==> src/rtl/unidade_busca_pkg.sv <==
// Shared definitions for the instruction fetch unit (unidade_busca).
// Contents: FSM state type, HALT opcode, fetch FIFO depth and the
// occupancy counter width derived from it, plus a halt-opcode helper.
package unidade_busca_pkg;

    typedef enum logic {
        FETCH = 1'b0,
        HALT  = 1'b1
    } estado_t;

    localparam logic [5:0] OPCODE_HALT       = 6'b111111;
    localparam int         FILA_PROFUNDIDADE = 2;
    localparam int         OCUP_W            = $clog2(FILA_PROFUNDIDADE + 1);

    function automatic logic eh_halt(input logic [5:0] opcode);
        return opcode == OPCODE_HALT;
    endfunction

endpackage

==> src/rtl/unidade_busca_if.sv <==
// Bus between the fetch unit, the synchronous instruction ROM and the
// instruction consumer.
//   pc_mem          ROM address (registered in the fetch unit)
//   instrucao_mem   ROM word for the address seen at the previous edge
//   desvio          redirect request, endereco_desvio its target
//   parada          consumer stall (head word not accepted)
//   instrucao       head word, pc_instrucao its address, valida head valid
//   parado          fetch unit halted
// master = fetch unit side, slave = ROM/consumer side.
interface unidade_busca_if #(
    parameter int DATA_WIDTH = 32,
    parameter int ADDR_WIDTH = 8
);
    logic [ADDR_WIDTH-1:0] pc_mem;
    logic [DATA_WIDTH-1:0] instrucao_mem;
    logic                  desvio;
    logic [ADDR_WIDTH-1:0] endereco_desvio;
    logic                  parada;
    logic [DATA_WIDTH-1:0] instrucao;
    logic [ADDR_WIDTH-1:0] pc_instrucao;
    logic                  valida;
    logic                  parado;

    modport master (
        output pc_mem, instrucao, pc_instrucao, valida, parado,
        input  instrucao_mem, desvio, endereco_desvio, parada
    );

    modport slave (
        input  pc_mem, instrucao, pc_instrucao, valida, parado,
        output instrucao_mem, desvio, endereco_desvio, parada
    );
endinterface

==> src/rtl/unidade_busca_fila.sv <==
// fila_busca: 2-entry FIFO of {word, address} for the fetch unit.
// Entry 0 is always the head, so the outputs come straight from registers.
// Ports: clk_i, rst_i (async, active high), push_i/word_i/addr_i,
// pop_i, clear_i (wins over push/pop), ocupacao_o, head_word_o, head_addr_o.
module fila_busca
    import unidade_busca_pkg::*;
#(
    parameter int DATA_WIDTH = 32,
    parameter int ADDR_WIDTH = 8
) (
    input  logic                  clk_i,
    input  logic                  rst_i,
    input  logic                  push_i,
    input  logic                  pop_i,
    input  logic                  clear_i,
    input  logic [DATA_WIDTH-1:0] word_i,
    input  logic [ADDR_WIDTH-1:0] addr_i,
    output logic [OCUP_W-1:0]     ocupacao_o,
    output logic [DATA_WIDTH-1:0] head_word_o,
    output logic [ADDR_WIDTH-1:0] head_addr_o
);
    logic [DATA_WIDTH-1:0] word_q [FILA_PROFUNDIDADE];
    logic [DATA_WIDTH-1:0] word_d [FILA_PROFUNDIDADE];
    logic [ADDR_WIDTH-1:0] addr_q [FILA_PROFUNDIDADE];
    logic [ADDR_WIDTH-1:0] addr_d [FILA_PROFUNDIDADE];
    logic [OCUP_W-1:0]     ocup_q, ocup_d;
    logic                  pop_ef;

    assign pop_ef = pop_i && (ocup_q != '0);

    always_comb begin
        word_d = word_q;
        addr_d = addr_q;
        ocup_d = ocup_q;
        if (clear_i) begin
            ocup_d = '0;
        end else begin
            case ({push_i, pop_ef})
                2'b10: begin
                    if (ocup_q == '0) begin
                        word_d[0] = word_i;
                        addr_d[0] = addr_i;
                    end else begin
                        word_d[1] = word_i;
                        addr_d[1] = addr_i;
                    end
                    ocup_d = ocup_q + 1'b1;
                end
                2'b01: begin
                    word_d[0] = word_q[1];
                    addr_d[0] = addr_q[1];
                    ocup_d    = ocup_q - 1'b1;
                end
                2'b11: begin
                    // Simultaneous push/pop: the new word lands right behind
                    // whatever survives the pop.
                    if (ocup_q == OCUP_W'(1)) begin
                        word_d[0] = word_i;
                        addr_d[0] = addr_i;
                    end else begin
                        word_d[0] = word_q[1];
                        addr_d[0] = addr_q[1];
                        word_d[1] = word_i;
                        addr_d[1] = addr_i;
                    end
                end
                default: ;
            endcase
        end
    end

    always_ff @(posedge clk_i or posedge rst_i) begin
        if (rst_i) begin
            ocup_q    <= '0;
            word_q[0] <= '0;
            word_q[1] <= '0;
            addr_q[0] <= '0;
            addr_q[1] <= '0;
        end else begin
            ocup_q <= ocup_d;
            word_q <= word_d;
            addr_q <= addr_d;
        end
    end

    assign ocupacao_o  = ocup_q;
    assign head_word_o = word_q[0];
    assign head_addr_o = addr_q[0];

endmodule

==> src/rtl/unidade_busca.sv <==
// unidade_busca: instruction fetch unit in front of a synchronous ROM.
// Issues one address per cycle while the buffer has room, pushes each ROM
// response into a 2-entry FIFO, delivers the FIFO head through a
// valid/stall handshake, and supports redirects and a HALT opcode.
// Ports: clk_i, rst_i (async, active high), bus (unidade_busca_if.master).
//
// state | meaning
// FETCH | issuing sequential addresses, pushing ROM responses
// HALT  | halt word seen; no issues, in-flight word dropped, FIFO drains
module unidade_busca
    import unidade_busca_pkg::*;
#(
    parameter int DATA_WIDTH = 32,
    parameter int ADDR_WIDTH = 8
) (
    input  logic              clk_i,
    input  logic              rst_i,
    unidade_busca_if.master   bus
);
    localparam int CW = OCUP_W + 1;

    estado_t               estado_q, estado_d;
    logic [ADDR_WIDTH-1:0] pc_q, pc_d;
    logic                  voo_q, voo_d;
    logic [ADDR_WIDTH-1:0] voo_addr_q, voo_addr_d;

    logic [OCUP_W-1:0]     ocupacao;
    logic [DATA_WIDTH-1:0] head_word;
    logic [ADDR_WIDTH-1:0] head_addr;
    logic                  valida, pop, push, emite, halt_push, buscando, parado;
    logic [CW-1:0]         carga;

    assign valida = (ocupacao != '0);
    assign pop    = valida && !bus.parada;

    // Slots already committed after this edge; issue only if one stays free.
    assign carga  = {1'b0, ocupacao} + CW'(voo_q) - CW'(pop);
    assign emite  = buscando && !bus.desvio && (carga < CW'(FILA_PROFUNDIDADE));

    // In HALT the in-flight response is discarded rather than pushed.
    assign push      = voo_q && buscando && !bus.desvio;
    assign halt_push = push && eh_halt(bus.instrucao_mem[DATA_WIDTH-1 -: 6]);

    // FSM: state register
    always_ff @(posedge clk_i or posedge rst_i) begin
        if (rst_i) estado_q <= FETCH;
        else       estado_q <= estado_d;
    end

    // FSM: next state (redirect beats a simultaneous halt push)
    always_comb begin
        estado_d = estado_q;
        if (bus.desvio)     estado_d = FETCH;
        else if (halt_push) estado_d = HALT;
    end

    // FSM: outputs
    always_comb begin
        buscando = (estado_q == FETCH);
        parado   = (estado_q == HALT);
    end

    always_comb begin
        pc_d       = pc_q;
        voo_d      = 1'b0;
        voo_addr_d = voo_addr_q;
        if (bus.desvio) begin
            pc_d = bus.endereco_desvio;
        end else if (emite) begin
            voo_d      = 1'b1;
            voo_addr_d = pc_q;
            pc_d       = pc_q + 1'b1;
        end
    end

    always_ff @(posedge clk_i or posedge rst_i) begin
        if (rst_i) begin
            pc_q       <= '0;
            voo_q      <= 1'b0;
            voo_addr_q <= '0;
        end else begin
            pc_q       <= pc_d;
            voo_q      <= voo_d;
            voo_addr_q <= voo_addr_d;
        end
    end

    fila_busca #(
        .DATA_WIDTH (DATA_WIDTH),
        .ADDR_WIDTH (ADDR_WIDTH)
    ) u_fila (
        .clk_i       (clk_i),
        .rst_i       (rst_i),
        .push_i      (push),
        .pop_i       (pop),
        .clear_i     (bus.desvio),
        .word_i      (bus.instrucao_mem),
        .addr_i      (voo_addr_q),
        .ocupacao_o  (ocupacao),
        .head_word_o (head_word),
        .head_addr_o (head_addr)
    );

    assign bus.pc_mem       = pc_q;
    assign bus.instrucao    = head_word;
    assign bus.pc_instrucao = head_addr;
    assign bus.valida       = valida;
    assign bus.parado       = parado;

endmodule

==> src/flat_wrapper.sv <==
// flat-port wrapper written by rule: the top's interface ports become plain ports
module unidade_busca_flat import unidade_busca_pkg::*;
#(
    parameter int DATA_WIDTH = 32,
    parameter int ADDR_WIDTH = 8
)
  (clk_i, rst_i, bus_pc_mem, bus_instrucao, bus_pc_instrucao, bus_valida, bus_parado, bus_instrucao_mem, bus_desvio, bus_endereco_desvio, bus_parada);
  unidade_busca_if #(.DATA_WIDTH(DATA_WIDTH), .ADDR_WIDTH(ADDR_WIDTH)) bus_i ();
  input  logic clk_i;
  input  logic rst_i;
  output wire logic [$bits(bus_i.pc_mem)-1:0] bus_pc_mem;
  output wire logic [$bits(bus_i.instrucao)-1:0] bus_instrucao;
  output wire logic [$bits(bus_i.pc_instrucao)-1:0] bus_pc_instrucao;
  output wire logic [$bits(bus_i.valida)-1:0] bus_valida;
  output wire logic [$bits(bus_i.parado)-1:0] bus_parado;
  input wire logic [$bits(bus_i.instrucao_mem)-1:0] bus_instrucao_mem;
  input wire logic [$bits(bus_i.desvio)-1:0] bus_desvio;
  input wire logic [$bits(bus_i.endereco_desvio)-1:0] bus_endereco_desvio;
  input wire logic [$bits(bus_i.parada)-1:0] bus_parada;
  assign bus_pc_mem = bus_i.pc_mem;
  assign bus_instrucao = bus_i.instrucao;
  assign bus_pc_instrucao = bus_i.pc_instrucao;
  assign bus_valida = bus_i.valida;
  assign bus_parado = bus_i.parado;
  assign bus_i.instrucao_mem = bus_instrucao_mem;
  assign bus_i.desvio = bus_desvio;
  assign bus_i.endereco_desvio = bus_endereco_desvio;
  assign bus_i.parada = bus_parada;
  unidade_busca #(.DATA_WIDTH(DATA_WIDTH), .ADDR_WIDTH(ADDR_WIDTH)) u_core (.clk_i(clk_i), .rst_i(rst_i), .bus(bus_i));
endmodule
==> config.mk <==
export PLATFORM = sky130hd
export DESIGN_NAME = unidade_busca_flat
export DESIGN_NICKNAME = d
export VERILOG_FILES = /design/src/rtl/unidade_busca_pkg.sv /design/src/rtl/unidade_busca_if.sv /design/src/rtl/unidade_busca_fila.sv /design/src/rtl/unidade_busca.sv /design/src/flat_wrapper.sv
export SDC_FILE = /design/constraint.sdc
export NUM_CORES = 1
export LEC_CHECK = 0
export ABC_AREA = 1
export CORE_MARGIN = 5
export CORE_UTILIZATION = 25
export DETAILED_ROUTE_END_ITERATION = 8
export PLACE_DENSITY_LB_ADDON = 0.12
export REMOVE_ABC_BUFFERS = 1
export SETUP_SLACK_MARGIN = 0.05
export SLEW_MARGIN = 15
export SYNTH_ARGS = -nofsm -noshare
export SYNTH_HDL_FRONTEND = slang
export SYNTH_SLANG_ARGS = --single-unit
==> constraint.sdc <==
create_clock -name clk_i -period 8.2 [get_ports clk_i]
set_input_delay 1.64 -clock clk_i [delete_from_list [all_inputs] [get_ports clk_i]]
set_output_delay 1.64 -clock clk_i [all_outputs]
set_load 0.1 [all_outputs]
==> impl_metrics.toml <==
[outcome]
outcome = "complete, no violations"

[critical_path]
crit_top_cell = "nand2_1"
worstPathCellList = "clkdlybuf4s50_1 > nor2_4 > inv_2 > nand2_1 > nand2_2 > inv_2 > nand2_1 > nand2_1"
crit_type = "in2reg"
timing.rr.end = "u_core.u_fila.head_word_o[9]"
cp-start-kind = "input pin"
r2r_slack_ps = 4080
cp_slowest_stage_delay_ps = 860
worstReg2RegStart = "u_core.u_fila.ocupacao_o[1]"
slowest_stage = "inv_2"
arrival_ps = 5470
end_kind = "flip-flop"
required_ps = 8500
crit_fanout = 42
worstRegToRegCells = 9

[min_path]
hp-start = "u_core.u_fila.head_word_o[15]"
hold_class = "reg2reg"
hold_depth = 2
min_to = "u_core.u_fila.head_word_o[15]"

[pwr]
p_seq_frac = 0.286
combPwrFrac = 0.587
p_per_area_nw_per_um2 = 439
p_leak_nw = 3.45
clkPwrFrac = 0.127
power_switching_mw = 1.71
ir_drop_v = 0.000216
internal-power_mw = 1.38
switching_share = 0.554

[yosys]
ys_types = 24
synth_top_family_by_area = "simple AND/OR/NAND/NOR gates"
synthMuxAreaShare = 0
synth_area_per_cell_sq_um = 7.27
ys_async_sr_fraction = 1.00
synth.most_common_cell = "nand2_1"
synthSimpleGateAreaFrac = 0.358
synth.area.top_cells = "dfrtp_1, nand2_1, nand3_1"
synth_edf_count = 0
synthCells = 830
synth_xor_area_frac = 0.00290
yosys.area.top_type = "dfrtp_1"
synth_compound_area_frac = 0.0748
ys_ff_latch = 100
syn_area_sq_um = 6040
synth_ff_type = "dfrtp_1"
synth_commonest_cells = "nand2_1, nand3_1, dfrtp_1"
seq_area_frac_synth = 0.415
synth_top_cell_area_share = 0.415
synthAdderAreaFrac = 0.0116
yosysWarnings = 0

[route]
ant_nets = 0
via_count = 4979
drt_pass1_iterations = 4
via_per_inst = 4.26
drtIter0Drc = 352
route.detailed.drc = 0
wirelength_microns = 16400
routedWlPerCell_microns = 14.0

[timing]
finalCriticalPeriod_ps = 5170
timing.hold.ws_ps = 478
finalHoldViolCount = 0
finClkSkew_ps = 8.03
relSlewSlack = 0.314
worstMarginPinSlew_ps = 1030
setup_viol = 0
fin_crit_sh = 0.631
drv_slew = 0
rsz0062_at_grt = "false"
fin_setup_tns_ps = 0
clock.fmax_ghz = 0.193

[die]
initial_core_util = 0.256
die_area_sq_um = 27400
die_y_microns = 165
die_w_microns = 165
core_area_sq_um = 23600
row_count = 56
ios = 94

[clock_tree]
cts_root_buffer = "clkbuf_16"
cts_tree = "done"
clockBufferDepth = 2
cts_buffers = 9
ctsResizeCount = 0
clkTransAtPathRegs_ps = 70
cts_setup_buffers = 0
h-tree-depth = 3
clkLatencyLatePin_ps = 350
cts_hold_buf = 0
cts.sink_count = 100

[cells_and_area]
drive_gt1_frac = 0.0834
num_antenna_cells = 0
nets = 896
stdcell_count = 1170
fin_util = 0.298
num-fill-cells = 2585
syn2layout_area_growth_pct = 16.6

[flow_run]
maxCapViolations = 0

[global_routing]
grt_pass1_vias = 4941
gr-total-overflow = 0
antenna_found_initial = 0
grt_max_degree = 77
track_usage = 0.125
grt_pass1_wl_microns = 26900

[placement]
gp_congestion = 0.735
dp.cells = 1155
portBuffers = 93
hpwl_microns = 9880
## stage by stage
step | setup slack, ps | total power [mW] | instance area (sq um)
after floorplan | 1460 | 2.25 | 5410
after global placement | 2560 | 2.72 | 6790
after detailed placement | 2510 | 2.73 | 6790
after CTS | 2880 | 3.14 | 7040
after global routing | 2530 | 3.32 | 7040
final | 3030 | 3.09 | 7040
## cells by family (layout without fill, tap and decap cells)
kind of cell               after synthesis  count (layout)
and+or+nand+nor                        521             521
buffers and inverters                  146             167
DFF                                    100             100
AOI/OAI and AO/OA                       56              56
adders and majority gates                5               5
xor gates and xnor gates                 2               2
## area by class of cell
| type | instances | area (sq um) | share of cell area |
|---|---|---|---|
| Tap cell | 319 | 399 | 0.0567 |
| Timing Repair Buffer | 97 | 961 | 0.137 |
| Clock buffer | 12 | 236 | 0.0336 |
| Inverter | 55 | 209 | 0.0297 |
| Sequential cell | 100 | 2500 | 0.356 |
| Multi-Input combinational cell | 584 | 2710 | 0.386 |
| Clock inverter | 3 | 15.0 | 0.00213 |
## critical path, delay by kind of cell
family                 cells  cell delay [ps]
buffers and inverters      3             2010
AND/OR/NAND/NOR            5             1790
## registers in the layout, indices dropped and copies added (netlist names)
signal	flops
u_core.bus.pc_mem	8
u_core.bus.parado	1
u_core.voo_addr_q	8
u_core.u_fila.head_addr_o	8
u_core.u_fila.word_q	32
u_core.voo_q	1
u_core.u_fila.addr_q	8
u_core.u_fila.ocupacao_o	2
u_core.u_fila.head_word_o	32
## cells in the final DEF, fill, tap and decap left out, types with 2 or more instances in the layout
cell type	n
nand3_1	138
clkbuf_16	9
nand2_1	367
inv_1	50
o21ai_0	12
dfrtp_1	100
clkbuf_1	3
clkdlybuf4s50_1	93
nor2_1	6
o21ai_2	40
clkinv_2	3
buf_4	4
nand2_2	2
inv_2	4
ha_1	3
nor2_4	4
o21bai_1	2
## per-layer routing
layer	GRT usage	part of all wire	up-vias
met2	0.207	0.48	100
li1	-	-	2595
met4	0.0262	0.0090	0
met3	0.0325	0.052	8
met1	0.166	0.46	2276
met5	0	0	-
## how the worst max path moves through the flow
| stage | end | slack (ps) | cells after the start | from |
|---|---|---|---|---|
| after floorplan | u_core.u_fila.head_addr_o[0] | 1460 | 7 | bus_parada |
| after global placement | u_core.u_fila.head_word_o[0] | 2560 | 8 | bus_parada |
| after detailed placement | u_core.u_fila.head_word_o[9] | 2510 | 8 | bus_parada |
| after CTS | u_core.u_fila.head_word_o[9] | 2880 | 8 | bus_parada |
| after global routing | u_core.u_fila.head_word_o[9] | 2530 | 8 | bus_parada |
| final | u_core.u_fila.head_word_o[9] | 3030 | 8 | bus_parada |
## power by group through the flow
| stage | Clock, mW | Combinational, mW | Sequential [mW] |
|---|---|---|---|
| after detailed placement | 0 | 1.84 | 0.892 |
| final | 0.391 | 1.81 | 0.884 |
| after floorplan | 0 | 0.635 | 1.61 |
| after global routing | 0.433 | 1.97 | 0.920 |
| after CTS | 0.412 | 1.84 | 0.886 |
| after global placement | 0 | 1.83 | 0.895 |
Power figures use the tool's default switching activity.
